File: config.mk
export PLATFORM = sky130hd
export DESIGN_NAME = err_monitor
export DESIGN_NICKNAME = d
export VERILOG_FILES = /design/src/rtl/err_monitor.sv
export SDC_FILE = /design/constraint.sdc
export NUM_CORES = 1
export LEC_CHECK = 0
export ABC_AREA = 1
export BUFFER_PORTS_ARGS = -buffer_cell sky130_fd_sc_hd__buf_2
export CORE_AREA = 3 3 148 93
export CTS_CLUSTER_DIAMETER = 80
export DETAILED_ROUTE_END_ITERATION = 12
export DIE_AREA = 0 0 151 96
export GPL_ROUTABILITY_DRIVEN = 0
export GPL_TIMING_DRIVEN = 0
export PLACE_DENSITY = 0.54
export SYNTH_ARGS = -nofsm -noshare
export SYNTH_HDL_FRONTEND = slang
export SYNTH_SLANG_ARGS = --single-unit
File: constraint.sdc
create_clock -name clk -period 4.41 [get_ports clk]
set_input_delay 1.323 -clock clk [delete_from_list [all_inputs] [get_ports clk]]
set_output_delay 1.323 -clock clk [all_outputs]
set_load 0.1 [all_outputs]
File: src/rtl/err_monitor.sv
// err_monitor: sticky error/watchdog monitor capturing the first failure cause and its cycle number.
module err_monitor #(
    parameter int NSRC    = 4,
    parameter int TIMEOUT = 1024,
    parameter int WDW     = 16,
    parameter int CYCW    = 32
) (
    input  logic              clk,
    input  logic              rst,
    input  logic [NSRC-1:0]   src_err,
    input  logic              progress,
    input  logic              halt,
    input  logic              clr,
    output logic              err,
    output logic [NSRC:0]     err_vec,
    output logic [CYCW-1:0]   err_cycle,
    output logic [1:0]        state
);
    typedef enum logic [1:0] {RUN = 2'd0, HALTED = 2'd1, ERROR = 2'd2} st_t;
    st_t             st;
    logic [WDW-1:0]  wd_cnt;
    logic [CYCW-1:0] cyc_cnt;
    logic            tmo;
    assign tmo   = st == RUN && !progress && wd_cnt == WDW'(TIMEOUT - 1);
    assign state = st;
    always_ff @(posedge clk or posedge rst) begin
        if (rst) begin
            st        <= RUN;
            err       <= 1'b0;
            err_vec   <= '0;
            err_cycle <= '0;
            wd_cnt    <= '0;
            cyc_cnt   <= '0;
        end else begin
            if (st != ERROR && cyc_cnt != '1)
                cyc_cnt <= cyc_cnt + 1'b1;
            case (st)
                RUN: begin
                    if (|src_err || tmo) begin
                        st        <= ERROR;
                        err       <= 1'b1;
                        err_vec   <= {tmo, src_err};
                        err_cycle <= cyc_cnt;
                    end else if (halt) begin
                        st     <= HALTED;
                        wd_cnt <= '0;
                    end else begin
                        wd_cnt <= (progress || clr) ? '0 : wd_cnt + 1'b1;
                    end
                end
                HALTED: begin
                    wd_cnt <= '0;
                    if (|src_err) begin
                        st        <= ERROR;
                        err       <= 1'b1;
                        err_vec   <= {1'b0, src_err};
                        err_cycle <= cyc_cnt;
                    end else if (!halt) begin
                        st <= RUN;
                    end
                end
                ERROR: begin
                    // first failure stays frozen until explicitly cleared
                    if (clr) begin
                        st        <= RUN;
                        err       <= 1'b0;
                        err_vec   <= '0;
                        err_cycle <= '0;
                        wd_cnt    <= '0;
                    end
                end
                default: st <= RUN;
            endcase
        end
    end
endmodule
==> flow_metrics.tcl, run 1 <==
set metrics [dict create \
    worstSetupEndpoint "state[1]" \
    synth_top_area_frac 0.4428 \
    hpwl_mm 10.95 \
    synthArstFlopShare 1.000 \
    cts_num_sinks 88 \
    fp.dieH_microns 96 \
    core_sq_mm 0.01257 \
    rrSetupSlack_ns 2.16 \
    ir_worst_vdd_mv 0.4386 \
    ys.flop_type "dfrtp_1" \
    cp_cell_sequence "buf_2" \
    ys_top_cells_by_area "dfrtp_1 44%, nand2_1 22%, inv_1 4.5%, nand3_1 4.5%, nor2_1 4.3%" \
    overflow 0 \
    p_sw_frac 0.4502 \
    hp-class "flop to flop" \
    final_cell_mix "285 x nand2_1, 88 x dfrtp_1, 59 x inv_1" \
    initial_utilization 0.3956 \
    grt_max_degree 46 \
    synth_top_area_cell "dfrtp_1" \
    finClkSkew_ns 0.007928 \
    clkTransAtPathRegs_ns 0.06 \
    avgSynthCellArea_sq_um 7.156 \
    hold_viol_final 0 \
    wl_per_cell_microns 15.07 \
    min_period_ns 2.569 \
    portBuffers 47 \
    reg2regPathDepth 10 \
    rsz0062_at_grt "false" \
    tightest_slew_ns 0.7611 \
    drc 0 \
    cts_max_path_buffers 2 \
    hold_slack_ns 0.4783 \
    cp-startpoint "state[1]$_DFFE_PP0P_" \
    final_common_cell "nand2_1" \
    post_cts_buffers 0 \
    worstPathArrival_ns 1.25 \
    p_per_area_mw_per_mm2 490.3 \
    syn_nets 710 \
    syn_to_final_growth_pct 15.37 \
    cap_violations 0 \
    die-width_microns 151 \
    htreeDepth 3 \
    antenna-diode-count 0 \
    utilization 0.4564 \
    cts-hold-fix-buffers 0 \
    wirelength_mm 14.00 \
    clockRootBuffer "clkbuf_16" \
    start_kind "flop" \
    cp.required_ns 3.09 \
    timing.rr.end "err_cycle[26]$_DFFE_PP0P_" \
    critPathMaxFanout 5 \
    reg2reg_from "state[0]$_DFFE_PP0P_" \
    synthCells 695 \
    cts_made_buffers 9 \
    min_period_over_period 0.5825 \
    cts_tree "built" \
    synth_cell_types 31 \
    slew_headroom 0.4884 \
    crit_buf_inv 1 \
    track_usage 0.2027 \
    fmax_ghz 0.3893 \
    grt_pass1_vias 4189 \
    final_cells 929 \
    cts_resized 0 \
    outcome "finished, final reports clean" \
    clock_power_share 0.262 \
    grt_pass1_wl_mm 22.57 \
    ys_seq_elements 88 \
    end_kind "primary output" \
    setup_violations 0 \
    tns_ns 0 \
    synth_edf_count 0 \
    internal_power_mw 1.547 \
    drt_iter0_drc 438 \
    dp_cells 913 \
    clk_latency_ns 0.34 \
    nNetsFinal 769 \
    power.switching_mw 1.267 \
    row_count 32 \
    num_vias 4602 \
    power_leakage_nw 2.707 \
    synth-seq-area-share 0.4428 \
    drv_slew 0 \
    die-area_sq_mm 0.01450 \
    ios 49 \
    drtPass1Iterations 5 \
    netlist_area_sq_mm 0.004974 \
    cpLargestDelayFamily "buffers and inverters" \
    viasPerCell 4.954 \
    cpPeakStageDelay_ns 0.48 \
    cp.depth 1 \
    setup.worst_path.class "flop to primary output" \
    final_antenna_net_count 0 \
    p_seq_frac 0.339 \
    critPathSlowestCell "buf_2" \
    antenna_found_initial 0 \
    yosysWarningCount 0 \
    p_comb_frac 0.399 \
    drive_above_1_share 0.1489 \
]
-- worst min path at each step --
stage / end / depth (start not counted) / startpoint / slack (ns)
final: err_cycle[6]$_DFFE_PP0P_ / 2 / err_cycle[6]$_DFFE_PP0P_ / 0.48
after global routing: err_cycle[12]$_DFFE_PP0P_ / 2 / err_cycle[12]$_DFFE_PP0P_ / 0.50
after CTS: err_cycle[9]$_DFFE_PP0P_ / 2 / err_cycle[9]$_DFFE_PP0P_ / 0.48
after detailed placement: err_cycle[9]$_DFFE_PP0P_ / 2 / err_cycle[9]$_DFFE_PP0P_ / 0.47
after global placement: err_cycle[4]$_DFFE_PP0P_ / 2 / err_cycle[4]$_DFFE_PP0P_ / 0.46
after floorplan: wd_cnt[15]$_DFFE_PP0P_ / 2 / wd_cnt[15]$_DFFE_PP0P_ / 0.46
-- per-stage QoR --
stage                     area (sq um)  power, mW  worst slack [ns]
final                             5738      2.813             1.841
after global routing              5738      2.961             1.793
after CTS                         5738      2.828             1.825
after detailed placement          5451      2.089             1.593
after global placement            5421      2.073           -0.3945
after floorplan                   4974      1.801            0.8084
-- power by group through the flow --
stage               Clock (mW)  Combinational [mW]  Sequential (mW)
floorplan                    0               0.499             1.30
global placement             0                1.11            0.967
detailed placement           0                1.12            0.969
CTS                      0.752                1.12            0.955
global route             0.783                1.21            0.966
finish                   0.736                1.12            0.955
-- cells by family (layout without fill, tap and decap cells) --
group                      Yosys count  count (layout)  synth area share
and+or+nand+nor                    439             439            0.3721
adders and majority gates            6               6           0.01509
buffers and inverters               87             151           0.08101
AOI/OAI and AO/OA                   70              70           0.08025
xor gates and xnor gates             5               5          0.008807
DFF                                 88              88            0.4428
-- cell usage after synthesis (all sizes together) (4+ instances only) --
master	number
nor3	21
o21bai	4
nor2	62
inv	65
ha	6
nand3	46
nand3b	6
o21ai	65
nand4	8
buf	14
dfrtp	88
clkbuf	7
nand2	292
-- flip-flops by register name (all words and copies together), names as in the netlist --
name and cells:
cyc_cnt 32, err 1, err_cycle 32, err_vec 5, state 2, wd_cnt 16
-- cell type report --
cell class | count | area (sq um)
plain buffers | 21 | 151.4
clock buffers | 14 | 274.0
clock inverters | 2 | 12.51
fillers | 1300 | 6834
inverters | 66 | 254.0
multi-input cells | 520 | 2369
flip-flops and latches | 88 | 2202
well taps | 170 | 212.7
repair buffers | 48 | 262.8
-- metal layers --
metal	part of all wire	wire length [microns]	vias to the layer above	global-route usage
li1	-	-	2323	-
met1	0.55	7664	2107	0.3314
met2	0.37	5180	162	0.2620
met3	0.075	1054	10	0.04894
met4	0.0074	104	0	0.04148
met5	0	0	-	0
Note: power is estimated with default switching activity, not from simulation.
==> run 2: changes to the inputs <==
- clock period: 4.41 -> 2.5 ns (I/O delays scaled with it)
==> flow_metrics.tcl, run 2 (synthesis results as in run 1) <==
set metrics [dict create \
    cp-startpoint "cyc_cnt[0]$_DFFE_PP0P_" \
    antenna_found_initial 0 \
    post_cts_buffers 0 \
    final_common_cell "nand2_1" \
    fp.dieH_microns 96 \
    final_antenna_net_count 0 \
    nFillCells 1291 \
    place_ws_ns 0.2200 \
    row_count 32 \
    dr_wl_met2_mm 4.950 \
    tns_ns 0 \
    min_period_ns 2.207 \
    hpwl_mm 10.80 \
    clkTransAtPathRegs_ns 0.06 \
    setup.worst_path.class "flop to flop" \
    power_leakage_nw 2.722 \
    final_cell_mix "285 x nand2_1, 88 x dfrtp_1, 59 x inv_1" \
    min_period_over_period 0.8826 \
    worstSetupEndpoint "cyc_cnt[2]$_DFFE_PP0P_" \
    cp_cell_sequence "ha_1 > nand3_1 > inv_1 > nand2_1 > nor2_2 > nand2_1 > nand2_2 > inv_2 > buf_2 > nand3_1 > nand2_1" \
    cts_num_sinks 88 \
    antenna-diode-count 0 \
    grt_pass1_wl_mm 22.38 \
    power.total_mw 5.079 \
    drt-met1-wl_mm 7.625 \
    hold_viol_final 0 \
    multiInputGateArea_sq_mm 0.002369 \
    setup_violations 0 \
    start_kind "flop" \
    grt_max_degree 41 \
    finClkSkew_ns 0.006987 \
    core_sq_mm 0.01257 \
    slew_headroom 0.4701 \
    cpMostUsedCell "nand2_1" \
    cp.required_ns 2.73 \
    grt_pass1_vias 4134 \
    critPathMaxFanout 10 \
    nNetsFinal 770 \
    drc 0 \
    end_kind "flop" \
    viasPerCell 4.958 \
    htreeDepth 3 \
    initial_utilization 0.3956 \
    die-width_microns 151 \
    worstPathArrival_ns 2.44 \
    clockRootBuffer "clkbuf_16" \
    drtPass1Iterations 5 \
    num_vias 4606 \
    syn_to_final_growth_pct 16.15 \
    cts_tree "built" \
    cap_violations 0 \
    utilization 0.4595 \
    hold_slack_ns 0.3942 \
    rrSetupSlack_ns 0.29 \
    cts_made_buffers 9 \
    track_usage 0.2013 \
    timing.rr.end "cyc_cnt[2]$_DFFE_PP0P_" \
    dpl_cell_area_sq_mm 0.005465 \
    top_layer_used "met5" \
    outcome "finished, final reports clean" \
    final_cells 929 \
    wirelength_mm 13.86 \
    portBuffers 47 \
    final_design_area_no_fill_sq_mm 0.005777 \
    cts_max_path_buffers 2 \
    fmax_ghz 0.4532 \
    ios 49 \
    hp-class "input pin to async pin" \
    cts-hold-fix-buffers 0 \
    tightest_slew_ns 0.7883 \
    cpPeakStageDelay_ns 0.46 \
    die-area_sq_mm 0.01450 \
    seqCellArea_sq_mm 0.002202 \
    overflow 0 \
    wl_met3_mm 1.124 \
    drive_above_1_share 0.1502 \
    wl_per_cell_microns 14.92 \
    drt_iter0_drc 422 \
    clk_latency_ns 0.35 \
    final.setup.worst_slack_ns 0.2935 \
    reg2regPathDepth 11 \
    critPathSlowestCell "dfrtp_1" \
    ir_worst_vdd_mv 0.6979 \
    drv_slew 0 \
    cts_resized 0 \
    rsz0062_at_grt "false" \
    reg_top3 "cyc_cnt (32), err_cycle (32), wd_cnt (16)" \
    reg2reg_from "cyc_cnt[0]$_DFFE_PP0P_" \
    dp_cells 914 \
    p_per_area_mw_per_mm2 879.3 \
]
==> run 2: changes by cell type in the layout (fill, tap and decap cells not counted), sizes merged <==
cell / delta
clkbuf: -4
bufinv: +2
buf: +1
clkinv: +2
inv: -1
==> run 2: metal layers <==
layer	track usage	vias up
met4	0.03695	2
met2	0.2494	160
met5	0.02500	-
met3	0.05365	11
met1	0.3341	2116
li1	-	2317
==> run 2: worst max-delay path: cells and delay by family, from the launching register on <==
family	cells	cell delay, ns
adders and majority gates	1	0.33
buffers and inverters	3	0.36
DFF	1	0.46
and+or+nand+nor	7	0.94
==> run 2: report_power, final <==
| part | leakage (nW) | internal [mW] | switching (mW) | total [mW] |
|---|---|---|---|---|
| Combinational | 1.36 | 0.413 | 1.55 | 1.96 |
| Sequential | 1.21 | 1.56 | 0.122 | 1.68 |
| Clock | 0.153 | 0.872 | 0.562 | 1.43 |
| Total | 2.72 | 2.85 | 2.23 | 5.08 |
==> run 2: area by class of cell <==
cell class | instances | share of cell area
Buffer | 21 | 0.02621
Clock inverter | 5 | 0.01429
Tap cell | 170 | 0.03682
Sequential cell | 88 | 0.3812
Clock buffer | 10 | 0.03964
Multi-Input combinational cell | 520 | 0.4100
Inverter | 66 | 0.04418
Timing Repair Buffer | 49 | 0.04765
==> run 2: worst min path at each step <==
| stage | to | slack (ns) | cells past startpoint | startpoint |
|---|---|---|---|---|
| after CTS | err_vec[1]$_DFFE_PP0P_ | 0.40 | 2 | rst |
| after floorplan | wd_cnt[15]$_DFFE_PP0P_ | 0.46 | 2 | wd_cnt[15]$_DFFE_PP0P_ |
| after global routing | err_vec[1]$_DFFE_PP0P_ | 0.42 | 2 | rst |
| final | err_vec[1]$_DFFE_PP0P_ | 0.39 | 2 | rst |
| after global placement | err_cycle[5]$_DFFE_PP0P_ | 0.46 | 2 | err_cycle[5]$_DFFE_PP0P_ |
| after detailed placement | err_cycle[11]$_DFFE_PP0P_ | 0.46 | 2 | err_cycle[11]$_DFFE_PP0P_ |
